`src/rtl/program_loader_if.sv`:
```
// Byte-stream and main_memory write-port bundle for program_loader.
//   byte_valid / byte_data : stream byte offered by the sender
//   byte_ready             : loader accepts a byte this cycle
//   mem_waddr / mem_wdata  : main_memory word address / write data
//   mem_wen                : main_memory write enable, one pulse per word
// master = loader side, slave = sender/memory side.
interface program_loader_if;
    logic        byte_valid;
    logic [7:0]  byte_data;
    logic        byte_ready;
    logic [31:0] mem_waddr;
    logic [31:0] mem_wdata;
    logic        mem_wen;

    modport master (
        input  byte_valid,
        input  byte_data,
        output byte_ready,
        output mem_waddr,
        output mem_wdata,
        output mem_wen
    );

    modport slave (
        output byte_valid,
        output byte_data,
        input  byte_ready,
        input  mem_waddr,
        input  mem_wdata,
        input  mem_wen
    );
endinterface

```
`src/rtl/program_loader.sv`:
```
// Loads a length-prefixed little-endian byte stream into main_memory and
// holds the cpu in reset until the image is complete.
//   clk, rst       : clock, synchronous active-high reset
//   load_start     : begin a load (honoured in IDLE, DONE, ERROR)
//   bus            : byte stream in, memory write port out
//   cpu_hold       : 1 = cpu held in reset
//   load_done      : image fully written (level)
//   load_error     : image rejected, longer than DEPTH (level)
//   words_written  : words written in the current load
module program_loader #(
    parameter int unsigned DEPTH     = 2048,
    parameter int unsigned BASE_ADDR = 0
) (
    input  logic                 clk,
    input  logic                 rst,
    input  logic                 load_start,
    program_loader_if.master     bus,
    output logic                 cpu_hold,
    output logic                 load_done,
    output logic                 load_error,
    output logic [31:0]          words_written
);
    localparam int unsigned WORD_W = 32;
    localparam int unsigned IDX_W  = 2;
    localparam int unsigned ASM_W  = 24;

    typedef enum logic [2:0] {
        S_IDLE,
        S_LEN,
        S_DATA,
        S_WRITE,
        S_DONE,
        S_ERROR
    } state_t;

    state_t              state_q, state_d;
    logic [IDX_W-1:0]    idx_q, idx_d;
    logic [ASM_W-1:0]    asm_q, asm_d;
    logic [WORD_W-1:0]   len_q, len_d;
    logic [WORD_W-1:0]   words_q, words_d;
    logic [WORD_W-1:0]   waddr_q, waddr_d;
    logic [WORD_W-1:0]   wdata_q, wdata_d;
    logic                wen_q, wen_d;
    logic                ready_q, ready_d;
    logic                hold_q, hold_d;
    logic                done_q, done_d;
    logic                err_q, err_d;

    logic                take;
    logic [WORD_W-1:0]   full_word;

    // Bytes shift in from the top, so after three bytes asm_q = {b2,b1,b0}.
    assign take      = bus.byte_valid & ready_q;
    assign full_word = {bus.byte_data, asm_q};

    // Next-state, datapath and registered-output decode.
    always_comb begin
        state_d = state_q;
        idx_d   = idx_q;
        asm_d   = asm_q;
        len_d   = len_q;
        words_d = words_q;
        waddr_d = waddr_q;
        wdata_d = wdata_q;
        wen_d   = 1'b0;

        unique case (state_q)
            S_IDLE, S_DONE, S_ERROR: begin
                if (load_start) begin
                    state_d = S_LEN;
                    idx_d   = '0;
                    words_d = '0;
                end
            end
            S_LEN: begin
                if (take) begin
                    asm_d = {bus.byte_data, asm_q[ASM_W-1:8]};
                    idx_d = idx_q + IDX_W'(1);
                    if (idx_q == IDX_W'(3)) begin
                        len_d = full_word;
                        if (full_word == '0) begin
                            state_d = S_DONE;
                        end else if (full_word > WORD_W'(DEPTH)) begin
                            state_d = S_ERROR;
                        end else begin
                            state_d = S_DATA;
                        end
                    end
                end
            end
            S_DATA: begin
                if (take) begin
                    asm_d = {bus.byte_data, asm_q[ASM_W-1:8]};
                    idx_d = idx_q + IDX_W'(1);
                    if (idx_q == IDX_W'(3)) begin
                        state_d = S_WRITE;
                        wen_d   = 1'b1;
                        waddr_d = WORD_W'(BASE_ADDR) + words_q;
                        wdata_d = full_word;
                    end
                end
            end
            S_WRITE: begin
                words_d = words_q + WORD_W'(1);
                state_d = (words_d == len_q) ? S_DONE : S_DATA;
            end
            default: begin
                state_d = S_IDLE;
            end
        endcase

        // Status flags track the state being entered so they align with state_q.
        ready_d = (state_d == S_LEN) || (state_d == S_DATA);
        hold_d  = (state_d != S_DONE);
        done_d  = (state_d == S_DONE);
        err_d   = (state_d == S_ERROR);
    end

    // State and output registers.
    always_ff @(posedge clk) begin
        if (rst) begin
            state_q <= S_IDLE;
            idx_q   <= '0;
            asm_q   <= '0;
            len_q   <= '0;
            words_q <= '0;
            waddr_q <= '0;
            wdata_q <= '0;
            wen_q   <= 1'b0;
            ready_q <= 1'b0;
            hold_q  <= 1'b1;
            done_q  <= 1'b0;
            err_q   <= 1'b0;
        end else begin
            state_q <= state_d;
            idx_q   <= idx_d;
            asm_q   <= asm_d;
            len_q   <= len_d;
            words_q <= words_d;
            waddr_q <= waddr_d;
            wdata_q <= wdata_d;
            wen_q   <= wen_d;
            ready_q <= ready_d;
            hold_q  <= hold_d;
            done_q  <= done_d;
            err_q   <= err_d;
        end
    end

    assign bus.byte_ready = ready_q;
    assign bus.mem_waddr  = waddr_q;
    assign bus.mem_wdata  = wdata_q;
    assign bus.mem_wen    = wen_q;
    assign cpu_hold       = hold_q;
    assign load_done      = done_q;
    assign load_error     = err_q;
    assign words_written  = words_q;
endmodule

```
`src/flat_wrapper.sv`:
```
// flat-port wrapper written by rule: the top's interface ports become plain ports
module program_loader_flat 
#(
    parameter int unsigned DEPTH     = 2048,
    parameter int unsigned BASE_ADDR = 0
)
  (clk, rst, load_start, cpu_hold, load_done, load_error, words_written, bus_byte_valid, bus_byte_data, bus_byte_ready, bus_mem_waddr, bus_mem_wdata, bus_mem_wen);
  program_loader_if bus_i ();
  input  logic clk;
  input  logic rst;
  input  logic load_start;
  output logic cpu_hold;
  output logic load_done;
  output logic load_error;
  output logic [31:0] words_written;
  input wire logic [$bits(bus_i.byte_valid)-1:0] bus_byte_valid;
  input wire logic [$bits(bus_i.byte_data)-1:0] bus_byte_data;
  output wire logic [$bits(bus_i.byte_ready)-1:0] bus_byte_ready;
  output wire logic [$bits(bus_i.mem_waddr)-1:0] bus_mem_waddr;
  output wire logic [$bits(bus_i.mem_wdata)-1:0] bus_mem_wdata;
  output wire logic [$bits(bus_i.mem_wen)-1:0] bus_mem_wen;
  assign bus_i.byte_valid = bus_byte_valid;
  assign bus_i.byte_data = bus_byte_data;
  assign bus_byte_ready = bus_i.byte_ready;
  assign bus_mem_waddr = bus_i.mem_waddr;
  assign bus_mem_wdata = bus_i.mem_wdata;
  assign bus_mem_wen = bus_i.mem_wen;
  program_loader #(.DEPTH(DEPTH), .BASE_ADDR(BASE_ADDR)) u_core (.clk(clk), .rst(rst), .load_start(load_start), .bus(bus_i), .cpu_hold(cpu_hold), .load_done(load_done), .load_error(load_error), .words_written(words_written));
endmodule
```
`config.mk`:
```
export PLATFORM = sky130hd
export DESIGN_NAME = program_loader_flat
export DESIGN_NICKNAME = d
export VERILOG_FILES = /design/src/rtl/program_loader_if.sv /design/src/rtl/program_loader.sv /design/src/flat_wrapper.sv
export SDC_FILE = /design/constraint.sdc
export NUM_CORES = 1
export LEC_CHECK = 0
export BUFFER_PORTS_ARGS = -buffer_cell sky130_fd_sc_hd__buf_4
export CORE_MARGIN = 2
export CORE_UTILIZATION = 61
export CTS_BUF_LIST = sky130_fd_sc_hd__clkbuf_16
export DETAILED_ROUTE_END_ITERATION = 16
export MAX_ROUTING_LAYER = met4
export PLACE_DENSITY_LB_ADDON = 0.05
export SYNTH_ARGS = -nofsm -noshare
export SYNTH_HDL_FRONTEND = slang
export SYNTH_SLANG_ARGS = --single-unit
```
`constraint.sdc`:
```
create_clock -name clk -period 10.3 [get_ports clk]
set_clock_uncertainty 0.2 [all_clocks]
set_input_delay 1.545 -clock clk [delete_from_list [all_inputs] [get_ports clk]]
set_output_delay 1.545 -clock clk [all_outputs]
set_load 0.03 [all_outputs]
```
==> summary.md <==
| Metric | Value |
|---|---|
| Yosys synthesis warning count | `0` |
| Worst path bufs/invs | `0` |
| Data arrival time at the worst-slack endpoint | `3.82 ns` |
| Maximum fanout encountered on the critical timing path | `10` |
| Aggregate routed wire length | `just under 20,000 um` |
| Via count | `6,917` |
| Peak per-stage delay on the critical path | `0.54 ns` |
| Global-route wire length before repair | `between 30,000 and 40,000 um` |
| Critical path startpoint category | `flip-flop` |
| Category of the worst setup path capture point | `flip-flop` |
| Number of nets still failing antenna checks after routing | `0` |
| Cells after synthesis | `between 900 and 1,000` |
| Count of pins on the block boundary | `about 110` |
| Via count of the first global-routing pass | `6,035` |
| Row count | `40` |
| Total routing resource utilization after global routing | `between 30% and 40%` |
| Highest ir drop seen on vdd | `between 0.1 and 0.15 mV` |
| Proportion of synthesized area in mux cells | `3.41%` |
| Synthesized flop and latch total | `roughly 160` |
| Number of clock buffers inserted by TritonCTS | `17` |
| Worst reg-to-reg setup slack | `6.61 ns` |
| Cell-by-cell listing of the critical path | `ha_1, nand4_1, or4_4, or4_4, or3b_4, a2111oi_4, nand4_2, a21bo_1` |
| Number of hold-slack violations in the final timing report | `0` |
| Overall die width | `114 um` |
| Placeable core area | `around 0.012 mm2` |
| Post-CTS clock slew at the launch and capture registers of the worst setup and hold paths | `roughly 0.06 ns` |
| Synth Area in XOR/XNOR | `4.75%` |
| Maximum clock path buffer count | `2` |
| Instance count along the most critical hold path | `2` |
| TritonCTS sink count | `162` |
| 1st-pass router iterations | `7` |
| Number of buffers inserted to repair setup after CTS | `0` |
| Sequential cell area | `roughly 0.0032 mm2` |
| Starting density of the core | `62.0%` |
| Area of the multi-input gates | `0.00385 mm2` |
| Total leakage power | `3.25 nW` |
| Post-synthesis simple-gate area fraction | `26.8%` |
| Die Area | `0.0130 mm2` |
| Sum of overflow across all layers after global routing | `0` |
| Antenna diode count | `0` |
| Path type of the worst setup path | `flip-flop to flip-flop` |
| Power density over the cells | `143 mW/mm2` |
| H-tree levels | `4` |
| Type of the worst min-delay path | `flip-flop to flip-flop` |
| Worst Tran Pin Value | `roughly 1.0 ns` |
| Worst hold path startpoint | `u_core.bus.mem_wdata[9]` |
| Post-layout net count | `between 1,000 and 1,500` |
| Synthesized netlist net count | `958` |
| Crit path top cell by count | `or4_4` |
| Mean post-synth cell area | `7.82 um2` |
| Complex-gate fraction of the synthesized area | `between 10% and 20%` |
| Min cycle time layout | `around 3.7 ns` |
| Main synth FF type | `dfxtp_1` |
| Endpoint of the lowest-slack register-to-register path | `u_core.cpu_hold` |
| HPWL after detailed placement | `~13,000 um` |
| Worst path required time | `roughly 10 ns` |
| Number of enable flip-flop cells after synthesis | `0` |
| Last weighted congestion value of the routability-driven placer | `0.945` |
| Buffers added on ports | `112` |
| Finish-stage setup viols | `0` |
| CTS tree | `done` |
| Max_slew headroom | `30.4%` |
| FILL cells | `between 1,000 and 1,500` |
| Initial drt markers | `517` |
| Status | `finished, final reports clean` |
| Fraction of synthesis flops using an asynchronous set or reset pin | `0%` |
| Yosys top cell area share | `43.9%` |
| Area of the mapped netlist | `approximately 0.0074 mm2` |
| Final critical-path setup slack | `6.61 ns` |
| Post-CTS resize count | `0` |
| Die height | `between 100 and 150 um` |
| Leading post-synthesis cells by cell area | `dfxtp_1 (44%), nand2_1 (12%), a21oi_1 (9.4%)` |
| Most frequent cell after synthesis | `nand2_1` |
| Fraction of final layout cells sized beyond drive strength 1 | `between 10% and 20%` |
| Area added between synthesis and finish | `18.4%` |
| Adder-cell area share of the yosys netlist | `0.339%` |
| Category of cells accounting for the largest share of critical-path delay | `simple AND/OR/NAND/NOR gates` |
| Worst reg2reg path depth | `8` |
| Setup repair after global routing missed its margin | `no` |
| Cell type with the highest aggregate area in the netlist | `dfxtp_1` |
| Post-placement worst setup slack | `6.58 ns` |
| Slowest stage cell, crit path | `or4_4` |
| Hold buffer count at cts | `0` |
| Post-synth cell types | `59` |
| Max-cap violations | `0` |
| Root Driver | `clkbuf_16` |
| Max-slew violation count | `0` |
| Later-pin clock latency in the skew report | `between 0.4 and 0.5 ns` |
| Setup tns final | `0 ns` |
| Endpoint with the worst hold slack | `u_core.bus.mem_wdata[9]` |
| WL per Instance | `about 17 um` |
| Maximum number of pins on one net before global-route repair | `just over 90` |
| Post-route clock period utilization | `between 30% and 40%` |
| Launch point of the worst reg-to-reg path | `u_core.words_written[0]` |
| Proportion of synthesized chip area in sequential cells | `between 40% and 50%` |
| Initial antenna violation count | `0` |
| Vias per cell | `5.91` |
| Most frequent cells after synthesis | `nand2_1 (229), dfxtp_1 (162), a21oi_1 (138), nor2_1 (66), clkbuf_1 (61)` |
| Maximum operating frequency | `271 MHz` |
| Main combinational cell family by area after synthesis | `simple AND/OR/NAND/NOR gates` |
| # DRC | `0` |
[registers in the layout, indices dropped and copies added (netlist names)]
name and flops:
u_core.bus.mem_waddr 32, u_core.bus.mem_wdata 32, u_core.len_q 32, u_core.words_written 32, u_core.asm_q 24, u_core.state_q 3, u_core.idx_q 2, u_core.bus.byte_ready 1
u_core.bus.mem_wen 1, u_core.cpu_hold 1, u_core.load_done 1, u_core.load_error 1
[final cells by class]
| class | instances | share of cell area (%) |
|---|---|---|
| Tap cell | 147 | 2.11 |
| Sequential cell | 162 | 37.1 |
| Timing Repair Buffer | 120 | 10.3 |
| Clock buffer | 17 | 4.87 |
| Multi-Input combinational cell | 704 | 44.0 |
| Clock inverter | 15 | 1.35 |
| Inverter | 5 | 0.215 |
[cell families (layout without fill, tap and decap cells)]
kind of cell             after synthesis  after routing
XOR/XNOR                              40             40
AO/OA/AOI/OAI                        215            215
multiplexers                          25             25
flip-flops                           162            162
buffers and inverters                 78            157
AND/OR/NAND/NOR                      422            422
adder cells (fa/ha/maj)                2              2
[per-layer routing]
layer	vias to the layer above	GRT usage (%)	routed length [um]
li1	3420	-	-
met2	270	45.2	8810
met5	-	-	0
met4	0	11.6	461
met3	36	4.57	1270
met1	3191	43.8	8790
[worst max-delay path by stage]
stage / from / end / slack (ns) / cells past startpoint
final: u_core.words_written[0] / u_core.cpu_hold / 6.61 / 8
after floorplan: u_core.words_written[1] / u_core.cpu_hold / 6.80 / 8
after global routing: u_core.words_written[0] / u_core.cpu_hold / 6.45 / 8
after global placement: rst / u_core.load_error / 6.61 / 5
after CTS: u_core.words_written[0] / u_core.cpu_hold / 6.65 / 8
after detailed placement: rst / u_core.load_error / 6.58 / 5
[power breakdown]
| part | internal, W | switching [W] | total (W) |
|---|---|---|---|
| combinational | 0.00000872 | 0.0000215 | 0.0000302 |
| clock | 0.000330 | 0.000256 | 0.000585 |
| sequential | 0.000628 | 0.00000283 | 0.000631 |
| total | 0.000966 | 0.000280 | 0.00125 |
[through the flow]
step	hold WS (ns)	cells	instance area (um2)	util, %	total power [W]
after floorplan	0.248	944	7380	-	0.000664
after global placement	0.243	1138	8190	68.8	0.000674
after detailed placement	0.247	1138	8190	68.8	0.000674
after CTS	0.255	1170	8740	73.4	0.00125
after global routing	0.266	1170	8740	73.4	0.00128
final	0.252	1170	8740	73.4	0.00125
[placed cells by master, fill, tap and decap left out, types with 6 or more instances in the layout]
cell type	n
a211oi_1	7
a21oi_1	138
a311oi_1	6
a31oi_1	7
and3_1	11
and4_1	9
buf_4	120
clkbuf_16	17
dfxtp_1	162
inv_1	7
mux2i_1	24
nand2_1	228
nand3_1	17
nand4_1	14
nor2_1	65
nor3_1	13
nor4_1	18
o21ai_0	32
xnor2_1	20
xor2_1	20
[worst reg2reg max path, cell delays in order, from the launching register on]
cell	delay, ns
dfxtp_1	0.52
ha_1	0.34
nand4_1	0.26
or4_4	0.54
or4_4	0.46
or3b_4	0.42
a2111oi_4	0.39
nand4_2	0.22
a21bo_1	0.24
Power figures use the tool's default switching activity.
